File: src/rtl/pkt_dvdr_tx_framer.sv
// Store-and-forward framer: buffers one payload from a valid/ready byte stream, then
// emits |SOP|LEN|D1..Dn|pad|parity|EOP| on tx_en/tx_data with min-length padding and max-length truncation.
module pkt_dvdr_tx_framer #(
  parameter int          MAX_PAYLOAD = 64,
  parameter int          MIN_PAYLOAD = 4,
  parameter logic [7:0]  SOP_BYTE    = 8'hA5,
  parameter logic [7:0]  EOP_BYTE    = 8'h5A,
  parameter logic [7:0]  PAD_BYTE    = 8'h00
) (
  input  logic       clk_i,
  input  logic       rst_n_i,
  input  logic       in_valid_i,
  output logic       in_ready_o,
  input  logic [7:0] in_data_i,
  input  logic       in_last_i,
  output logic       tx_en_o,
  output logic [7:0] tx_data_o,
  output logic       ovf_err_o
);
  localparam int AW = (MAX_PAYLOAD > 1) ? $clog2(MAX_PAYLOAD) : 1;

  typedef enum logic [3:0] {
    S_COLLECT, S_DROP, S_SOP, S_LEN, S_DATA, S_PAD, S_PARITY, S_EOP, S_IDLE_GAP
  } state_e;

  state_e     state_q, state_d;
  logic [7:0] wr_cnt_q, wr_cnt_d;
  logic [7:0] rd_cnt_q, rd_cnt_d;
  logic [7:0] len_q, len_d;
  logic [7:0] parity_q, parity_d;
  logic       tx_en_q, tx_en_d;
  logic [7:0] tx_data_q, tx_data_d;
  logic       ovf_q, ovf_d;
  logic [7:0] buf_q [MAX_PAYLOAD];

  logic acc, last_slot, data_done, pad_done, short_pkt;

  // rst_n gates ready so nothing is taken while reset is held
  assign in_ready_o = rst_n_i && ((state_q == S_COLLECT) || (state_q == S_DROP));
  assign acc        = in_valid_i && in_ready_o;
  assign last_slot  = (wr_cnt_q == 8'(MAX_PAYLOAD - 1));
  assign data_done  = (({1'b0, rd_cnt_q} + 9'd1) == {1'b0, len_q});
  assign pad_done   = (({1'b0, rd_cnt_q} + 9'd1) >= 9'(MIN_PAYLOAD));
  assign short_pkt  = (len_q < 8'(MIN_PAYLOAD));

  assign tx_en_o   = tx_en_q;
  assign tx_data_o = tx_data_q;
  assign ovf_err_o = ovf_q;

  always_ff @(posedge clk_i) begin
    if (!rst_n_i) begin
      state_q   <= S_COLLECT;
      wr_cnt_q  <= 8'h00;
      rd_cnt_q  <= 8'h00;
      len_q     <= 8'h00;
      parity_q  <= 8'h00;
      tx_en_q   <= 1'b0;
      tx_data_q <= 8'h00;
      ovf_q     <= 1'b0;
    end else begin
      state_q   <= state_d;
      wr_cnt_q  <= wr_cnt_d;
      rd_cnt_q  <= rd_cnt_d;
      len_q     <= len_d;
      parity_q  <= parity_d;
      tx_en_q   <= tx_en_d;
      tx_data_q <= tx_data_d;
      ovf_q     <= ovf_d;
    end
  end

  // payload storage needs no reset; contents are only read below wr_cnt
  always_ff @(posedge clk_i) begin
    if (acc && (state_q == S_COLLECT)) buf_q[wr_cnt_q[AW-1:0]] <= in_data_i;
  end

  always_comb begin
    state_d = state_q;
    case (state_q)
      S_COLLECT:  if (acc) begin
                    if (in_last_i)      state_d = S_SOP;
                    else if (last_slot) state_d = S_DROP;
                  end
      S_DROP:     if (acc && in_last_i) state_d = S_SOP;
      S_SOP:      state_d = S_LEN;
      S_LEN:      state_d = S_DATA;
      S_DATA:     if (data_done) state_d = short_pkt ? S_PAD : S_PARITY;
      S_PAD:      if (pad_done) state_d = S_PARITY;
      S_PARITY:   state_d = S_EOP;
      S_EOP:      state_d = S_IDLE_GAP;
      S_IDLE_GAP: state_d = S_COLLECT;
      default:    state_d = S_COLLECT;
    endcase
  end

  always_comb begin
    wr_cnt_d  = wr_cnt_q;
    rd_cnt_d  = rd_cnt_q;
    len_d     = len_q;
    parity_d  = parity_q;
    tx_en_d   = tx_en_q;
    tx_data_d = tx_data_q;
    ovf_d     = 1'b0;
    case (state_q)
      S_COLLECT: if (acc) begin
                   wr_cnt_d = wr_cnt_q + 8'd1;
                   if (in_last_i) len_d = wr_cnt_q + 8'd1;
                   else if (last_slot) begin
                     len_d = 8'(MAX_PAYLOAD);
                     ovf_d = 1'b1;
                   end
                 end
      S_SOP:     begin
                   tx_en_d   = 1'b1;
                   tx_data_d = SOP_BYTE;
                   parity_d  = 8'h00;
                 end
      S_LEN:     begin
                   tx_data_d = len_q;
                   parity_d  = parity_q ^ len_q;
                 end
      S_DATA:    begin
                   tx_data_d = buf_q[rd_cnt_q[AW-1:0]];
                   parity_d  = parity_q ^ buf_q[rd_cnt_q[AW-1:0]];
                   rd_cnt_d  = rd_cnt_q + 8'd1;
                 end
      // rd_cnt keeps counting through padding as the data-field length
      S_PAD:     begin
                   tx_data_d = PAD_BYTE;
                   parity_d  = parity_q ^ PAD_BYTE;
                   rd_cnt_d  = rd_cnt_q + 8'd1;
                 end
      S_PARITY:  tx_data_d = parity_q;
      S_EOP:     tx_data_d = EOP_BYTE;
      S_IDLE_GAP: begin
                   tx_en_d   = 1'b0;
                   tx_data_d = 8'h00;
                   wr_cnt_d  = 8'h00;
                   rd_cnt_d  = 8'h00;
                 end
      default:   ;
    endcase
  end
endmodule

File: config.mk
export PLATFORM = sky130hd
export DESIGN_NAME = pkt_dvdr_tx_framer
export DESIGN_NICKNAME = d
export VERILOG_FILES = /design/src/rtl/pkt_dvdr_tx_framer.sv
export SDC_FILE = /design/constraint.sdc
export NUM_CORES = 1
export LEC_CHECK = 0
export CAP_MARGIN = 20
export CORE_MARGIN = 8
export CORE_UTILIZATION = 45
export CTS_CLUSTER_SIZE = 10
export DETAILED_ROUTE_END_ITERATION = 8
export DONT_BUFFER_PORTS = 1
export PLACE_DENSITY = 0.66
export SETUP_SLACK_MARGIN = 0.4
export SYNTH_ARGS = -nofsm -noshare
export SYNTH_HDL_FRONTEND = slang
export SYNTH_SLANG_ARGS = --single-unit
File: constraint.sdc
create_clock -name clk_i -period 5.1 [get_ports clk_i]
set_input_delay 1.02 -clock clk_i [delete_from_list [all_inputs] [get_ports clk_i]]
set_output_delay 1.02 -clock clk_i [all_outputs]
set_load 0.02 [all_outputs]
==> out/metrics.csv, run 1 <==
metric,value,unit
TritonCTS Sinks,564,
row count,82,
final worst-path cycle share,72.5,%
CP Class,reg -> reg,
synth warn,0,
PortBufs,0,
"Largest stage delay, worst path",0.80,ns
first drt pass iteration count,7,
Post-Synth XOR/XNOR Area,0.983,%
TritonCTS clock tree,yes,
crit path DAT,3.90,ns
syn_nets,1242,
core footprint,50000,um^2
GP Congestion,0.855,
Die Width,240,um
Min-Delay Path Class,reg -> reg,
final cell count without fillers,1934,
pwr dens,372,nW/um^2
Sw Share,19.0,%
most frequent cell after synthesis,edfxtp_1,
drt drc,0,
area share of the largest cell type after synthesis,67.9,%
internal power,7560,uW
Num CTS Buffers,67,
Routed WL,50.2,mm
Post-Syn Area,22700,um^2
die area,57800,um^2
final hold vios,0,
Routed Antenna Nets,0,
die span in y,240,um
pre-CTS WS,1.52,ns
CTS max path bufs,3,
WP data required,5.30,ns
number of synthesized flops with an enable pin,512,
Max Fanout on Critical Path,27,
pin count of the biggest net entering global routing,65,
top_reg_cell synth,edfxtp_1,
maximum VDD drop,0.000206,V
Inserted Diodes,0,
Clock Latency Late Sink,0.59,ns
I/O pin count,23,
Hold WS,0.463,ns
Synth Area in Compound Gates,3.58,%
final worst slack,1.40,ns
Switch Pwr,1770,uW
Comb pwr share,0.8,%
Gate Count Post-Synth,1228,
layout cells sized above 1,18.9,%
Least-Margin Pin Slew,1.19,ns
leakage,0.00752,uW
Clock power frac,44.9,%
commonest cells in the netlist,"edfxtp_1 (512), mux4_2 (132), nor2_1 (106)",
drt initial violations,1204,
synthesized area per cell,18.4,um^2
Worst path slowest cell,nor2_1,
setup TNS,0,ns
clk slew on worst S/H paths,0.05,ns
Vias/cell,5.95,
Worst slew margin,18.6,%
cell accounting for the most synthesized area,edfxtp_1,
# H-tree levels,3,
combinational family with the most area after synthesis,multiplexers,
RSZ-0062 raised after global routing,false,
clk root buf,clkbuf_16,
Critical Path End Type,flop,
P&R area growth vs syn,10.9,%
initial antenna violation count,0,
Nets,1253,
Sequential Power Share,54.3,%
Cell variety after synth,65,
GRT overflow,0,
Max-cap violations,0,
Routed WL per cell,26.0,um
Pwr Total,9330,uW
fmax,0.270,GHz
max-slew violations,0,
via count,11500,
status,finished clean,
ys async rst share,0,%
count of state elements after synthesis,564,
post-CTS setup buffers,0,
number of global-route vias before repair,11500,
Synth Area in Adders,0.110,%
Post-CTS Resized,0,
Synth Area in Simple Gates,5.82,%
Final Setup Violations,0,
CP startpoint kind,flop,
crit path cell chain,"nor4_1, nand3_1, nor2_1, nand3_1, nor2_1",
Initial Utilization,45.3,%
global-route wire length before repair,74.3,mm
placed insts,1842,
fraction of synthesized area in multiplexers,15.2,%
cts-stage hold buffer count,0,
post-synthesis sequential area ratio,72.5,%
post-DP HPWL,30.2,mm
Synth area leaders,"edfxtp_1 (68%), mux4_2 (13%), dfxtp_1 (4.6%)",
Layout Skew,0.0213,ns
fin crit period,3.70,ns
total track usage,17.5,%
worst max-delay path: cells and delay by family (launching register included):
family | cells | cell delay [ns]
DFF | 1 | 0.57
and+or+nand+nor | 5 | 2.74
logic make-up after synthesis:
logic type | count (synthesis)
XOR/XNOR | 22
AO/OA/AOI/OAI | 121
multiplexers | 173
flip-flops | 564
adder cells (fa/ha/maj) | 2
AND/OR/NAND/NOR | 267
buffers and inverters | 79
state kept, by name (all words and copies together), names as in the netlist, named ones only:
signal     flops
state_q        4
rd_cnt_q       8
len_q          8
ovf_err_o      1
parity_q       8
tx_data_o      8
tx_en_o        1
wr_cnt_q       8
buf_q        512
metrics by stage:
stage | utilization (%) | area (um^2)
after floorplan | - | 22700
after global placement | 46.5 | 23200
after detailed placement | 46.5 | 23200
after CTS | 50.3 | 25100
after global routing | 50.3 | 25100
final | 50.3 | 25100
cell usage in the layout, fill, tap and decap left out, drive strengths merged, types with 4 or more instances in the layout:
cell,n
edfxtp,512
nand4,5
mux2i,32
o22ai,4
and2,8
nand2,44
inv,14
nor3b,4
nand3,26
mux2,5
and3,9
xor2,11
nor3,9
nor2,106
buf,11
or3,4
nor4,6
nand2b,8
nand3b,5
o21ai,27
mux4,136
a31oi,9
nor4b,4
clkbuf,84
nor2b,18
xnor2,9
a2111oi,4
dfxtp,52
a22oi,25
a211oi,5
a21oi,24
layer usage:
layer	wire length, um	vias to the layer above	GRT usage [%]	share of wire, %
met5	0	-	0	0
met4	1960	0	7.21	3.9
met3	4090	102	4.00	8.2
met2	21900	490	24.9	44
met1	22300	5934	25.7	44
li1	-	4978	-	-
power groups by stage:
stage | Clock [uW] | Combinational [uW] | Sequential, uW
final | 4190 | 73.3 | 5070
after floorplan | 0 | 63.1 | 5150
after global placement | 0 | 71.3 | 5160
after CTS | 4270 | 72.6 | 5060
after global routing | 4430 | 79.7 | 5060
after detailed placement | 0 | 72.4 | 5160
path summary, 6_finish.rpt:
path | start | to | slack (ns) | cells after the start
max | state_q[3]$_SDFFE_PN0P_ | buf_q[38][5]$_DFFE_PP_ | 1.40 | 5
min | parity_q[0]$_SDFFE_PN0P_ | parity_q[0]$_SDFFE_PN0P_ | 0.46 | 2
min reg2reg | parity_q[0]$_SDFFE_PN0P_ | parity_q[0]$_SDFFE_PN0P_ | 0.46 | 2
max reg2reg | state_q[3]$_SDFFE_PN0P_ | buf_q[38][5]$_DFFE_PP_ | 1.40 | 5
layout make-up:
type | count | area, um^2
clock buffers | 84 | 1770
inverters | 10 | 37.5
multi-input cells | 585 | 5830
well taps | 672 | 841
repair buffers | 11 | 108
flip-flops and latches | 564 | 16400
fillers | 3987 | 24900
clock inverters | 8 | 101
No activity file was read; power rests on OpenSTA's default activity.
==> inputs of run 2 (changes only) <==
==> constraint.sdc (replaced) <==
create_clock -name clk_i -period 3.44 [get_ports clk_i]
set_input_delay 0.688 -clock clk_i [delete_from_list [all_inputs] [get_ports clk_i]]
set_output_delay 0.688 -clock clk_i [all_outputs]
set_load 0.02 [all_outputs]
==> out/metrics.csv, run 2 (synthesis results as in run 1) <==
metric,value,unit,change
final worst-path cycle share,83.7,%,was 72.5%
Final Util,52.0,%,was 50.3%
drt initial violations,1305,,was 1204
Routed WL per cell,25.3,um,was 26.0 um
CTS max path bufs,3,,unchanged
WP data required,3.88,ns,was 5.30 ns
setup TNS,0,ns,unchanged
Worst slew margin,41.0,%,was 18.6%
drt drc,0,,unchanged
via count,12000,,was 11500
clk slew on worst S/H paths,0.06,ns,was 0.05 ns
final worst slack,0.562,ns,was 1.40 ns
crit path cell chain,"nor2b_1, a22oi_1, a211oi_1, nor4_4, nor4b_1, a2111oi_2",,"was nor4_1, nand3_1, nor2_1, nand3_1, nor2_1"
TritonCTS clock tree,yes,,unchanged
global-route wire length before repair,77.1,mm,was 74.3 mm
layout cells sized above 1,24.7,%,was 18.9%
# H-tree levels,3,,unchanged
clk root buf,clkbuf_16,,unchanged
initial antenna violation count,0,,unchanged
pre-CTS WS,0.598,ns,was 1.52 ns
Vias/cell,5.91,,was 5.95
Hold WS,0.207,ns,was 0.463 ns
CP startpoint kind,flop,,unchanged
fillers,3920,,was 3987
fmax,0.347,GHz,was 0.270 GHz
GRT overflow,0,,unchanged
core footprint,50000,um^2,unchanged
Max Fanout on Critical Path,17,,was 27
PortBufs,0,,unchanged
leakage,0.00808,uW,was 0.00752 uW
Max-cap violations,0,,unchanged
post-DP HPWL,32.6,mm,was 30.2 mm
GP Congestion,0.883,,was 0.855
"Largest stage delay, worst path",0.78,ns,was 0.80 ns
Nets,1349,,was 1253
Layout Skew,0.0227,ns,was 0.0213 ns
Comb pwr share,0.9,%,was 0.8%
P&R area growth vs syn,14.6,%,was 10.9%
most frequent cells in the layout,"edfxtp_1 (512), mux4_2 (132), nor2_1 (106)",,unchanged
pwr dens,535,nW/um^2,was 372 nW/um^2
I/O pin count,23,,unchanged
row count,82,,unchanged
crit path DAT,3.32,ns,was 3.90 ns
Routed Antenna Nets,0,,unchanged
die span in y,240,um,unchanged
Sw Share,19.0,%,about the same
status,finished clean,,unchanged
Num CTS Buffers,67,,unchanged
Top delay family on crit path,simple AND/OR/NAND/NOR gates,,unchanged
Worst path slowest cell,nor2b_1,,was nor2_1
maximum VDD drop,0.000305,V,was 0.000206 V
Area after DPL,24000,um^2,was 23200 um^2
Routed WL,51.3,mm,was 50.2 mm
Switch Pwr,2630,uW,was 1770 uW
Clock power frac,45.1,%,was 44.9%
final hold vios,0,,unchanged
"most common cell after layout, fill and taps aside",edfxtp_1,,unchanged
total track usage,17.9,%,was 17.5%
number of global-route vias before repair,12000,,was 11500
Least-Margin Pin Slew,0.883,ns,was 1.19 ns
Min-Delay Path Class,in -> reg,,was reg -> reg
Sequential Power Share,54.0,%,was 54.3%
post-route design area,26000,um^2,was 25100 um^2
Initial Utilization,45.3,%,unchanged
CP Class,reg -> reg,,unchanged
die area,57800,um^2,unchanged
crit path buf inv count,0,,unchanged
max-slew violations,0,,unchanged
post-CTS setup buffers,0,,unchanged
max reg flops,512,,unchanged
TritonCTS Sinks,564,,unchanged
Die Width,240,um,unchanged
Critical Path End Type,flop,,unchanged
pin count of the biggest net entering global routing,65,,unchanged
RSZ-0062 raised after global routing,false,,unchanged
Inserted Diodes,0,,unchanged
fin crit period,2.88,ns,was 3.70 ns
first drt pass iteration count,6,,was 7
Final Setup Violations,0,,unchanged
Clock Latency Late Sink,0.58,ns,was 0.59 ns
internal power,11300,uW,was 7560 uW
[run 2: cell count changes in the layout (fill, tap and decap cells not counted), moves of 2 or more]
cell | before | now
buf_4 | 9 | 98
buf_12 | 2 | 9
clkbuf_16 | 68 | 71
clkbuf_1 | 15 | 17
inv_6 | 3 | 1
[run 2: routing by layer]
| metal | vias to the layer above | global-route usage, % | part of all wire, % |
|---|---|---|---|
| met1 | 6246 | 25.8 | 43 |
| met5 | - | 0 | 0 |
| met2 | 500 | 27.1 | 46 |
| met3 | 98 | 3.74 | 8.1 |
| met4 | 0 | 6.34 | 3.0 |
| li1 | 5157 | - | - |
[run 2: what timing repair did]
| item | in CTS | in global routing |
|---|---|---|
| hold buffers | 0 | 0 |
| gates resized for setup | 0 | 2 |
| endpoints found under the setup margin | 0 | 149 |
[run 2: final cells by class]
| cell class | instances | area [um^2] | share of cell area [%] |
|---|---|---|---|
| Clock buffer | 88 | 1840 | 7.09 |
| Clock inverter | 6 | 66.3 | 0.255 |
| Inverter | 10 | 37.5 | 0.145 |
| Multi-Input combinational cell | 585 | 5840 | 22.5 |
| Tap cell | 672 | 841 | 3.24 |
| Sequential cell | 564 | 16400 | 63.3 |
| Timing Repair Buffer | 107 | 916 | 3.53 |
[run 2: path summary, 6_finish.rpt]
path                                 start  slack (ns)  depth (start not counted)                        to
setup / recovery                      flop        0.56                          6  parity_q[6]$_SDFFE_PN0P_
hold reg to reg   parity_q[5]$_SDFFE_PN0P_        0.46                          2  parity_q[5]$_SDFFE_PN0P_
hold / removal                in_data_i[3]        0.21                          0    buf_q[24][3]$_DFFE_PP_
setup reg to reg                      flop        0.56                          6  parity_q[6]$_SDFFE_PN0P_
[run 2: per-stage QoR]
stage | cells | total power (uW)
floorplan | 1228 | 7740
global placement | 1938 | 7760
detailed placement | 1938 | 7770
CTS | 2032 | 14000
global route | 2032 | 14300
finish | 2032 | 13900
[run 2: power by group through the flow]
stage | sequential [uW] | clock [uW] | combinational (uW)
2_1_floorplan | 7640 | 0 | 93.6
3_3_place_gp | 7640 | 0 | 121
3_5_place_dp | 7640 | 0 | 123
4_1_cts | 7500 | 6390 | 123
5_1_grt | 7500 | 6620 | 136
6_report | 7510 | 6260 | 125
